**src/rtl/fifo_buffer_mc.sv**
```systemverilog
// rtl/fifo_buffer_mc.sv - multi-channel first-word-fall-through FIFO
// n_ch independent queues share one storage array addressed {channel, index}.
module fifo_buffer_mc #(
    parameter  int data_width = 16,
    parameter  int n          = 16,
    parameter  int n_ch       = 4,
    parameter  int af_level   = 12,
    localparam int cw         = (n_ch > 1) ? $clog2(n_ch) : 1,
    localparam int aw         = $clog2(n)
) (
    input  logic                  clk,
    input  logic                  reset,
    input  logic                  write,
    input  logic [cw-1:0]         wr_ch,
    input  logic [data_width-1:0] data_in,
    input  logic                  next,
    input  logic [cw-1:0]         rd_ch,
    output logic [data_width-1:0] data_out,
    input  logic [n_ch-1:0]       flush,
    input  logic                  clear_err,
    output logic [n_ch-1:0]       nonempty,
    output logic [n_ch-1:0]       full,
    output logic [n_ch-1:0]       almost_full,
    output logic [n_ch-1:0]       overflow,
    output logic [n_ch-1:0]       underflow,
    output logic [aw:0]           rd_count
);

    generate
        if (n < 2 || (n & (n - 1)) != 0 || n_ch < 1 || af_level < 1 || af_level > n) begin : g_bad_params
            $error("fifo_buffer_mc: illegal parameter combination");
        end
    endgenerate

    localparam logic [cw:0] ch_lim   = (cw + 1)'(n_ch);
    localparam logic [aw:0] cnt_full = (aw + 1)'(n);
    localparam logic [aw:0] cnt_af   = (aw + 1)'(af_level);

    logic [data_width-1:0] r_mem    [2**(cw+aw)];
    logic [aw-1:0]         r_wr_idx [n_ch];
    logic [aw-1:0]         r_rd_idx [n_ch];
    logic [aw:0]           r_count  [n_ch];
    logic [n_ch-1:0]       r_ovf;
    logic [n_ch-1:0]       r_unf;

    logic                  w_wr_ok;
    logic                  w_rd_ok;
    logic [n_ch-1:0]       w_wsel;
    logic [n_ch-1:0]       w_rsel;
    logic [n_ch-1:0]       w_wacc;
    logic [n_ch-1:0]       w_racc;

    // Channel selects beyond n_ch never match any channel, so such requests are ignored.
    always_comb begin
        w_wr_ok     = {1'b0, wr_ch} < ch_lim;
        w_rd_ok     = {1'b0, rd_ch} < ch_lim;
        nonempty    = '0;
        full        = '0;
        almost_full = '0;
        w_wsel      = '0;
        w_rsel      = '0;
        w_wacc      = '0;
        w_racc      = '0;
        for (int c = 0; c < n_ch; c++) begin
            nonempty[c]    = r_count[c] != '0;
            full[c]        = r_count[c] == cnt_full;
            almost_full[c] = r_count[c] >= cnt_af;
            w_wsel[c]      = write && w_wr_ok && (wr_ch == cw'(c));
            w_rsel[c]      = next && w_rd_ok && (rd_ch == cw'(c));
            w_wacc[c]      = w_wsel[c] && !full[c] && !flush[c];
            w_racc[c]      = w_rsel[c] && nonempty[c] && !flush[c];
        end
    end

    always_ff @(posedge clk) begin
        if (|w_wacc) begin
            r_mem[{wr_ch, r_wr_idx[wr_ch]}] <= data_in;
        end
    end

    always_ff @(posedge clk or posedge reset) begin
        if (reset) begin
            for (int c = 0; c < n_ch; c++) begin
                r_wr_idx[c] <= '0;
                r_rd_idx[c] <= '0;
                r_count[c]  <= '0;
            end
            r_ovf <= '0;
            r_unf <= '0;
        end else begin
            for (int c = 0; c < n_ch; c++) begin
                if (flush[c]) begin
                    r_wr_idx[c] <= '0;
                    r_rd_idx[c] <= '0;
                    r_count[c]  <= '0;
                end else begin
                    if (w_wacc[c]) begin
                        r_wr_idx[c] <= r_wr_idx[c] + 1'b1;
                    end
                    if (w_racc[c]) begin
                        r_rd_idx[c] <= r_rd_idx[c] + 1'b1;
                    end
                    if (w_wacc[c] && !w_racc[c]) begin
                        r_count[c] <= r_count[c] + 1'b1;
                    end else if (w_racc[c] && !w_wacc[c]) begin
                        r_count[c] <= r_count[c] - 1'b1;
                    end
                end
            end
            // A new error event outranks a simultaneous clear.
            r_ovf <= (w_wsel & full & ~flush) | (r_ovf & ~{n_ch{clear_err}});
            r_unf <= (w_rsel & ~nonempty & ~flush) | (r_unf & ~{n_ch{clear_err}});
        end
    end

    always_comb begin
        data_out = '0;
        rd_count = '0;
        if (w_rd_ok) begin
            rd_count = r_count[rd_ch];
            if (r_count[rd_ch] != '0) begin
                data_out = r_mem[{rd_ch, r_rd_idx[rd_ch]}];
            end
        end
    end

    assign overflow  = r_ovf;
    assign underflow = r_unf;

endmodule

```
**config.mk**
```make
export PLATFORM = sky130hd
export DESIGN_NAME = fifo_buffer_mc
export DESIGN_NICKNAME = d
export VERILOG_FILES = /design/src/rtl/fifo_buffer_mc.sv
export SDC_FILE = /design/constraint.sdc
export NUM_CORES = 1
export LEC_CHECK = 0
export BUFFER_PORTS_ARGS = -buffer_cell sky130_fd_sc_hd__buf_4
export CAP_MARGIN = 40
export CORE_MARGIN = 8
export CORE_UTILIZATION = 48
export CTS_CLUSTER_SIZE = 8
export DETAILED_ROUTE_END_ITERATION = 7
export GPL_TIMING_DRIVEN = 0
export HOLD_SLACK_MARGIN = 0.15
export PLACE_DENSITY = 0.66
export SYNTH_ARGS = -nofsm -noshare
export SYNTH_HDL_FRONTEND = slang
export SYNTH_SLANG_ARGS = --single-unit
```
**constraint.sdc**
```tcl
create_clock -name clk -period 7.95 [get_ports clk]
set_clock_uncertainty 0.2 [all_clocks]
set_input_delay 0 -clock clk [delete_from_list [all_inputs] [get_ports clk]]
set_output_delay 0 -clock clk [all_outputs]
set_load 0.02 [all_outputs]
```
==> summary.txt, run 1 <==
Outcome
  – Status: finished, final reports clean

Clock network
  – CTS tree: built
  – H-tree depth: 4
  – Number of buffers created by CTS: 154
  – Post-CTS sizing: 0
  – Number of buffers inserted to repair setup after CTS: 0
  – Clk buf depth: 3
  – Clock slew at reported path FFs: 0.05 ns
  – Worst-Skew Late Latency: 0.72 ns
  – Root Driver: clkbuf_16
  – Clock Sinks: 1084
  – Post-CTS Hold Buffers: 50

Place
  – DP Worst Slack: 3.33 ns
  – Gpl congestion: 0.978
  – Placed cell areas: 46600 um^2
  – DP Wirelength: 82100 um
  – IO Port Bufs: 63

Synthesis
  – Top_reg_cell synth: edfxtp_1
  – Post-synthesis async set-or-reset flop share: 5.54%
  – Largest family of logic cells by synthesized area: simple AND/OR/NAND/NOR gates
  – Syn Std Cell Area: 43600 um^2
  – Register area share after synthesis: 74.0%
  – Post-synthesis simple-gate area fraction: 8.84%
  – Xor-xnor portion of the synthesized cell area: 0.664%
  – Synth top cells by count: edfxtp_1 (1024), nand2_1 (427), nor2_1 (128)
  – #FFs+latches synth: 1084
  – Compound-Gate Fraction of Synth Area: 5.69%
  – Adder-cell share of the synthesized area: 0.873%
  – Area contributors post-synth: edfxtp_1 (71%), mux4_2 (4.4%), nand2_1 (3.7%)
  – Post-Syn Nets: 2805
  – Mux contribution to synthesized area: 8.16%
  – Area leader, netlist: edfxtp_1
  – Post-synth EDFFs: 1024
  – Count leader, synth: edfxtp_1
  – Synth Instances: 2748
  – Post-Syn Area per Cell: 15.8 um^2
  – Yosys top cell area share: 70.6%
  – Ys Warns: 0
  – Distinct cells, synth: 54

Setup path
  – Slowest stage delay, CP: 1.05 ns
  – Reg2reg start: r_count[5]
  – Data arrival time of the critical path: 5.50 ns
  – Worst R2R Setup Slack: 4.18 ns
  – CP Capture Type: output port
  – Type of the worst setup path: flop to output port
  – Cell Chain, Critical Path: mux2i_1, mux2_2, buf_2, buf_1, nand2_1, a32oi_1, nand4_1, nor4_1, and3_1, buf_4
  – CP max-delay cell: nor4_1
  – CP required: 7.75 ns
  – Critical Path Source: r_rd_idx[8]
  – Max Fanout on Critical Path: 10
  – Worst setup SP type: flop

Floorplan
  – Core area: 90000 um^2
  – Row Count: 110
  – Starting Density: 48.4%
  – Die area: 101000 um^2
  – Boundary Pins: 70
  – Die height: 317 um
  – Die X: 317 um

Pwr
  – P per Cell Area: 269 nW/um^2
  – Pleak: 16.9 nW
  – Power Total: 0.0138 W
  – IR drop worst, VDD: 0.000243 V

Flow run
  – Max-cap viol count: 0

STA
  – Final setup fails: 0
  – Final Hold Viols: 0
  – Fmax: 0.175 GHz
  – Setup TNS: 0 ns
  – Max-slew headroom: 26.6%
  – Min cycle time layout: 5.70 ns
  – Slew Limit Fails: 0
  – Period utilisation layout: 71.8%
  – Unrepaired setup endpoints after global routing: no
  – Worst slew pin tran: 1.09 ns
  – Setup ws final: 2.25 ns

Routing
  – Average vias per placed instance: 6.13
  – WL final: 124000 um
  – Detail Route Antenna Nets: 0
  – Initial DRC count: 3283
  – DR WL/cell: 28.7 um
  – # DRC: 0
  – Vias: 26.5k
  – First-pass DRT Iterations: 6

Final layout
  – Post-layout util: 57.0%
  – Final Net Count: 3163
  – Layout cells sized above 1: 17.9%
  – Register Area: 32300 um^2
  – Multi-input logic area: 10700 um^2
  – Area grow syn2layout: 17.8%
  – Fin area: 51300 um^2
  – Fill count: 6883

GRT
  – Total GRT Usage: 24.7%
  – Vias in the first global route: 26.5k
  – Grt total ovfl: 0
  – Largest net degree at the start of global routing: 65
  – Initial antenna violation count: 3
  – First-pass GRT wire length: 180000 um

Min path
  – Hold path startpoint: flush[0]
  – Hold Path Class: input pin to flop
[sequential cells by signal (all words and copies together), names as in the netlist]
name and flops:
r_wr_idx 16, r_rd_idx 16, r_count 20, overflow 4
r_mem 1024, underflow 4
[critical path, delay by kind of cell, from the launching register on]
family,cells,cell delay (ns)
AND/OR/NAND/NOR,4,1.91
AO/OA/AOI/OAI,1,0.39
multiplexers,2,0.62
flip-flops,1,0.45
buffers and inverters,3,1.38
[cell families after synthesis]
logic type      after synthesis
compound gates              344
xor+xnor                     33
fa+ha+maj                    28
buf+inv                     168
flops                      1084
mux                         242
simple gates                849
[area by class of cell]
type,instances,share of cell area [%]
inverters,14,0.102
well taps,1176,2.87
clock inverters,14,0.454
diodes,2,0.00975
multi-input cells,1496,20.8
clock buffers,181,7.79
plain buffers,154,1.37
flip-flops and latches,1084,62.9
repair buffers,202,3.80
[cell usage in the layout, fill, tap and decap left out, types with 15 or more instances in the layout]
master	count
nor4_1	19
clkbuf_1	99
a211oi_1	83
xor2_1	16
and3_1	16
buf_8	36
a31oi_1	63
and2_0	17
xnor2_1	17
a21oi_1	19
nand4_1	39
nor2b_1	26
nor3_1	15
nor2_2	40
mux2i_1	112
clkbuf_16	156
buf_1	22
and2_1	51
mux2_2	44
nand2_1	427
buf_2	54
nand3_1	77
o22ai_1	59
mux4_2	86
a32oi_1	44
ha_1	24
dfrtp_1	60
nor2_1	90
a22oi_1	19
edfxtp_1	1024
buf_4	99
dlygate4sd3_1	50
[path summary, 6_finish.rpt]
kind / end / cells after the start
max in group asynchronous: r_rd_idx[6] / 5
hold / removal: r_rd_idx[14] / 4
hold reg to reg: overflow[0] / 2
setup reg to reg: r_count[9] / 13
min in group asynchronous: underflow[3] / 4
setup / recovery: data_out[11] / 10
[per-layer routing]
| metal | global-route usage (%) | vias to the layer above | share of wire [%] |
|---|---|---|---|
| li1 | - | 11355 | - |
| met1 | 33.2 | 13482 | 39 |
| met2 | 39.8 | 1386 | 48 |
| met3 | 5.08 | 266 | 9.5 |
| met4 | 9.59 | 0 | 3.9 |
| met5 | 0 | - | 0 |
[report_power, final]
part | leakage (nW) | internal, W | switching, W
Sequential | 10.0 | 0.00631 | 0.0000897
Combinational | 4.87 | 0.000554 | 0.00102
Clock | 2.06 | 0.00354 | 0.00231
Total | 16.9 | 0.0104 | 0.00341
[per-stage QoR]
| stage | cells | hold WS [ns] |
|---|---|---|
| 6_report | 4323 | 0.239 |
| 3_3_place_gp | 3987 | 0.0620 |
| 5_1_grt | 4321 | 0.259 |
| 4_1_cts | 4320 | 0.161 |
| 3_5_place_dp | 4075 | -0.0930 |
| 2_1_floorplan | 2748 | -0.109 |
Power figures use the tool's default switching activity.
==> inputs of run 2 (changes only) <==
==> constraint.sdc (replaced) <==
create_clock -name clk -period 5.3 [get_ports clk]
set_clock_uncertainty 0.2 [all_clocks]
set_input_delay 0 -clock clk [delete_from_list [all_inputs] [get_ports clk]]
set_output_delay 0 -clock clk [all_outputs]
set_load 0.02 [all_outputs]
==> summary.txt, run 2 (same netlist as run 1, synthesis figures left out) <==
Clock network
  – CTS tree: built
  – Clock slew at reported path FFs: 0.05 ns (about the same)
  – Root Driver: clkbuf_16
  – Clock Sinks: 1084 (unchanged)
  – Clk buf depth: 3 (unchanged)
  – Number of buffers inserted to repair setup after CTS: 0 (unchanged)
  – Number of buffers created by CTS: 154 (unchanged)
  – Worst-Skew Late Latency: 0.73 ns (about the same)
  – H-tree depth: 4 (unchanged)

STA
  – Hold slack: 0.246 ns (+0.00675 ns)
  – Final Hold Viols: 0 (unchanged)
  – Slew Limit Fails: 0 (unchanged)
  – Min cycle time layout: 5.55 ns
  – Setup ws final: -0.249 ns (-2.49 ns)
  – Fmax: 0.180 GHz
  – Max-slew headroom: 32.9% (+6.4 points)
  – Worst slew pin tran: 0.999 ns (-0.0930 ns)
  – Unrepaired setup endpoints after global routing: yes
  – Final setup fails: 2 (+2)
  – Period utilisation layout: 105%

Place
  – Gpl congestion: 0.978 (unchanged)
  – IO Port Bufs: 63 (unchanged)
  – DP Wirelength: 82100 um (unchanged)

Setup path
  – Type of the worst setup path: flop to output port
  – CP required: 5.10 ns (-2.65 ns)
  – Max Fanout on Critical Path: 10 (unchanged)
  – CP Capture Type: output port
  – Worst setup SP type: flop
  – Data arrival time of the critical path: 5.35 ns (-0.15 ns)

Floorplan
  – Die area: 101000 um^2 (unchanged)
  – Die height: 317 um (unchanged)
  – Core area: 90000 um^2 (unchanged)
  – Starting Density: 48.4% (unchanged)
  – Boundary Pins: 70 (unchanged)
  – Row Count: 110 (unchanged)
  – Die X: 317 um (unchanged)

Pwr
  – Sequential share of power: 46.3% (about the same)
  – P per Cell Area: 404 nW/um^2 (+50%)
  – Psw: 0.00513 W (+50%)
  – Sw Ratio: 24.7% (+0.027 points)
  – Power Total: 0.0207 W (+50%)
  – Part of the power in combinational logic: 11.4% (about the same)
  – Clock Power Share: 42.3% (about the same)
  – Pleak: 16.9 nW (about the same)
  – IR drop worst, VDD: 0.000364 V (+50%)
  – Internal power: 0.0156 W (+50%)

Final layout
  – Commonest non-fill, non-tap cells in the layout: edfxtp_1 (1024), nand2_1 (427), clkbuf_16 (156)
  – Commonest non-fill, non-tap cell in the layout: edfxtp_1
  – Final Net Count: 3162 (-0.032%)
  – Max FFs per register: 1024 (unchanged)
  – Layout cells sized above 1: 18.0% (+0.069 points)
  – Fill count: 6883 (unchanged)
  – Area grow syn2layout: 17.8% (about the same)

GRT
  – Vias in the first global route: 26.6k (+0.10%)
  – Total GRT Usage: 24.7% (about the same)
  – Largest net degree at the start of global routing: 65 (unchanged)
  – Initial antenna violation count: 4 (+1)
  – Grt total ovfl: 0 (unchanged)
  – First-pass GRT wire length: 180000 um (about the same)

Routing
  – WL final: 124000 um (about the same)
  – # DRC: 0 (unchanged)
  – First-pass DRT Iterations: 6 (unchanged)
  – Detail Route Antenna Nets: 0 (unchanged)
  – Initial DRC count: 3285 (+0.061%)
  – Average vias per placed instance: 6.13 (about the same)
  – DR WL/cell: 28.7 um (about the same)
  – Vias: 26.5k (+0.087%)

Flow run
  – Max-cap viol count: 0 (unchanged)

Outcome
  – Violated checks: setup timing
  – Status: complete, but fails checks

Min path
  – Hold Path Class: input pin to flop
==> run 2: cell count changes in the layout (fill, tap and decap cells not counted), sizes merged <==
cell / delta
buf: -1
diode: +1
==> run 2: worst paths after layout <==
check	slack, ns	endpoint	depth (start not counted)	from
worst min register to register	0.33	overflow[0]	2	overflow[0]
worst max register to register	1.51	r_count[9]	13	r_count[5]
worst min-delay path	0.25	r_wr_idx[1]	5	wr_ch[0]
max in group asynchronous	3.96	r_rd_idx[4]	5	reset
worst max-delay path	-0.25	data_out[10]	10	r_rd_idx[4]
min in group asynchronous	0.31	overflow[3]	4	reset
==> run 2: repair_timing <==
item                                   4_1_cts  5_1_grt
setup endpoints to repair                    1        4
hold buffers                                50        0
endpoints found under the hold margin     1149        0
pin swaps                                    0        0
gates resized for setup                      1        1
==> run 2: power by group through the flow <==
| stage | clock, W | combinational (W) | sequential (W) |
|---|---|---|---|
| 3_3_place_gp | 0 | 0.00215 | 0.00975 |
| 3_5_place_dp | 0 | 0.00226 | 0.00975 |
| 2_1_floorplan | 0 | 0.00120 | 0.00970 |
| 5_1_grt | 0.00919 | 0.00248 | 0.00961 |
| 6_report | 0.00877 | 0.00237 | 0.00961 |
| 4_1_cts | 0.00887 | 0.00231 | 0.00960 |
==> run 2: through the flow <==
step                cells  cell area, um^2  setup slack, ns  TNS, ns  util [%]
floorplan            2748            43600             2.17        0         -
global placement     3987            45500            0.735        0      50.5
detailed placement   4075            46600            0.683        0      51.7
CTS                  4320            51300           0.0264        0      57.0
global route         4320            51300          -0.0640   -0.128      57.0
finish               4323            51300           -0.249   -0.414      57.0
==> run 2: layout make-up <==
cell class | count | area (um^2) | area share (%)
inverters | 14 | 52.6 | 0.102
flip-flops and latches | 1084 | 32300 | 62.8
clock buffers | 181 | 4000 | 7.79
diodes | 3 | 7.51 | 0.0146
plain buffers | 153 | 697 | 1.36
multi-input cells | 1496 | 10700 | 20.8
well taps | 1176 | 1470 | 2.87
clock inverters | 14 | 233 | 0.453
repair buffers | 202 | 1950 | 3.80
==> run 2: per-layer routing <==
layer	routed length, um	global-route usage (%)
met2	59000	39.9
met5	12	0
met1	48700	33.1
met4	4720	9.41
met3	11600	5.20
==> run 2: critical path, cell delays in order, from the launching register on <==
cell,delay (ns)
dfrtp_1,0.46
mux2i_1,0.22
mux2_2,0.42
buf_2,0.51
buf_1,0.71
nand2_1,0.11
a32oi_1,0.32
nand4_1,0.42
nor4_1,0.94
and3_1,0.33
buf_4,0.16
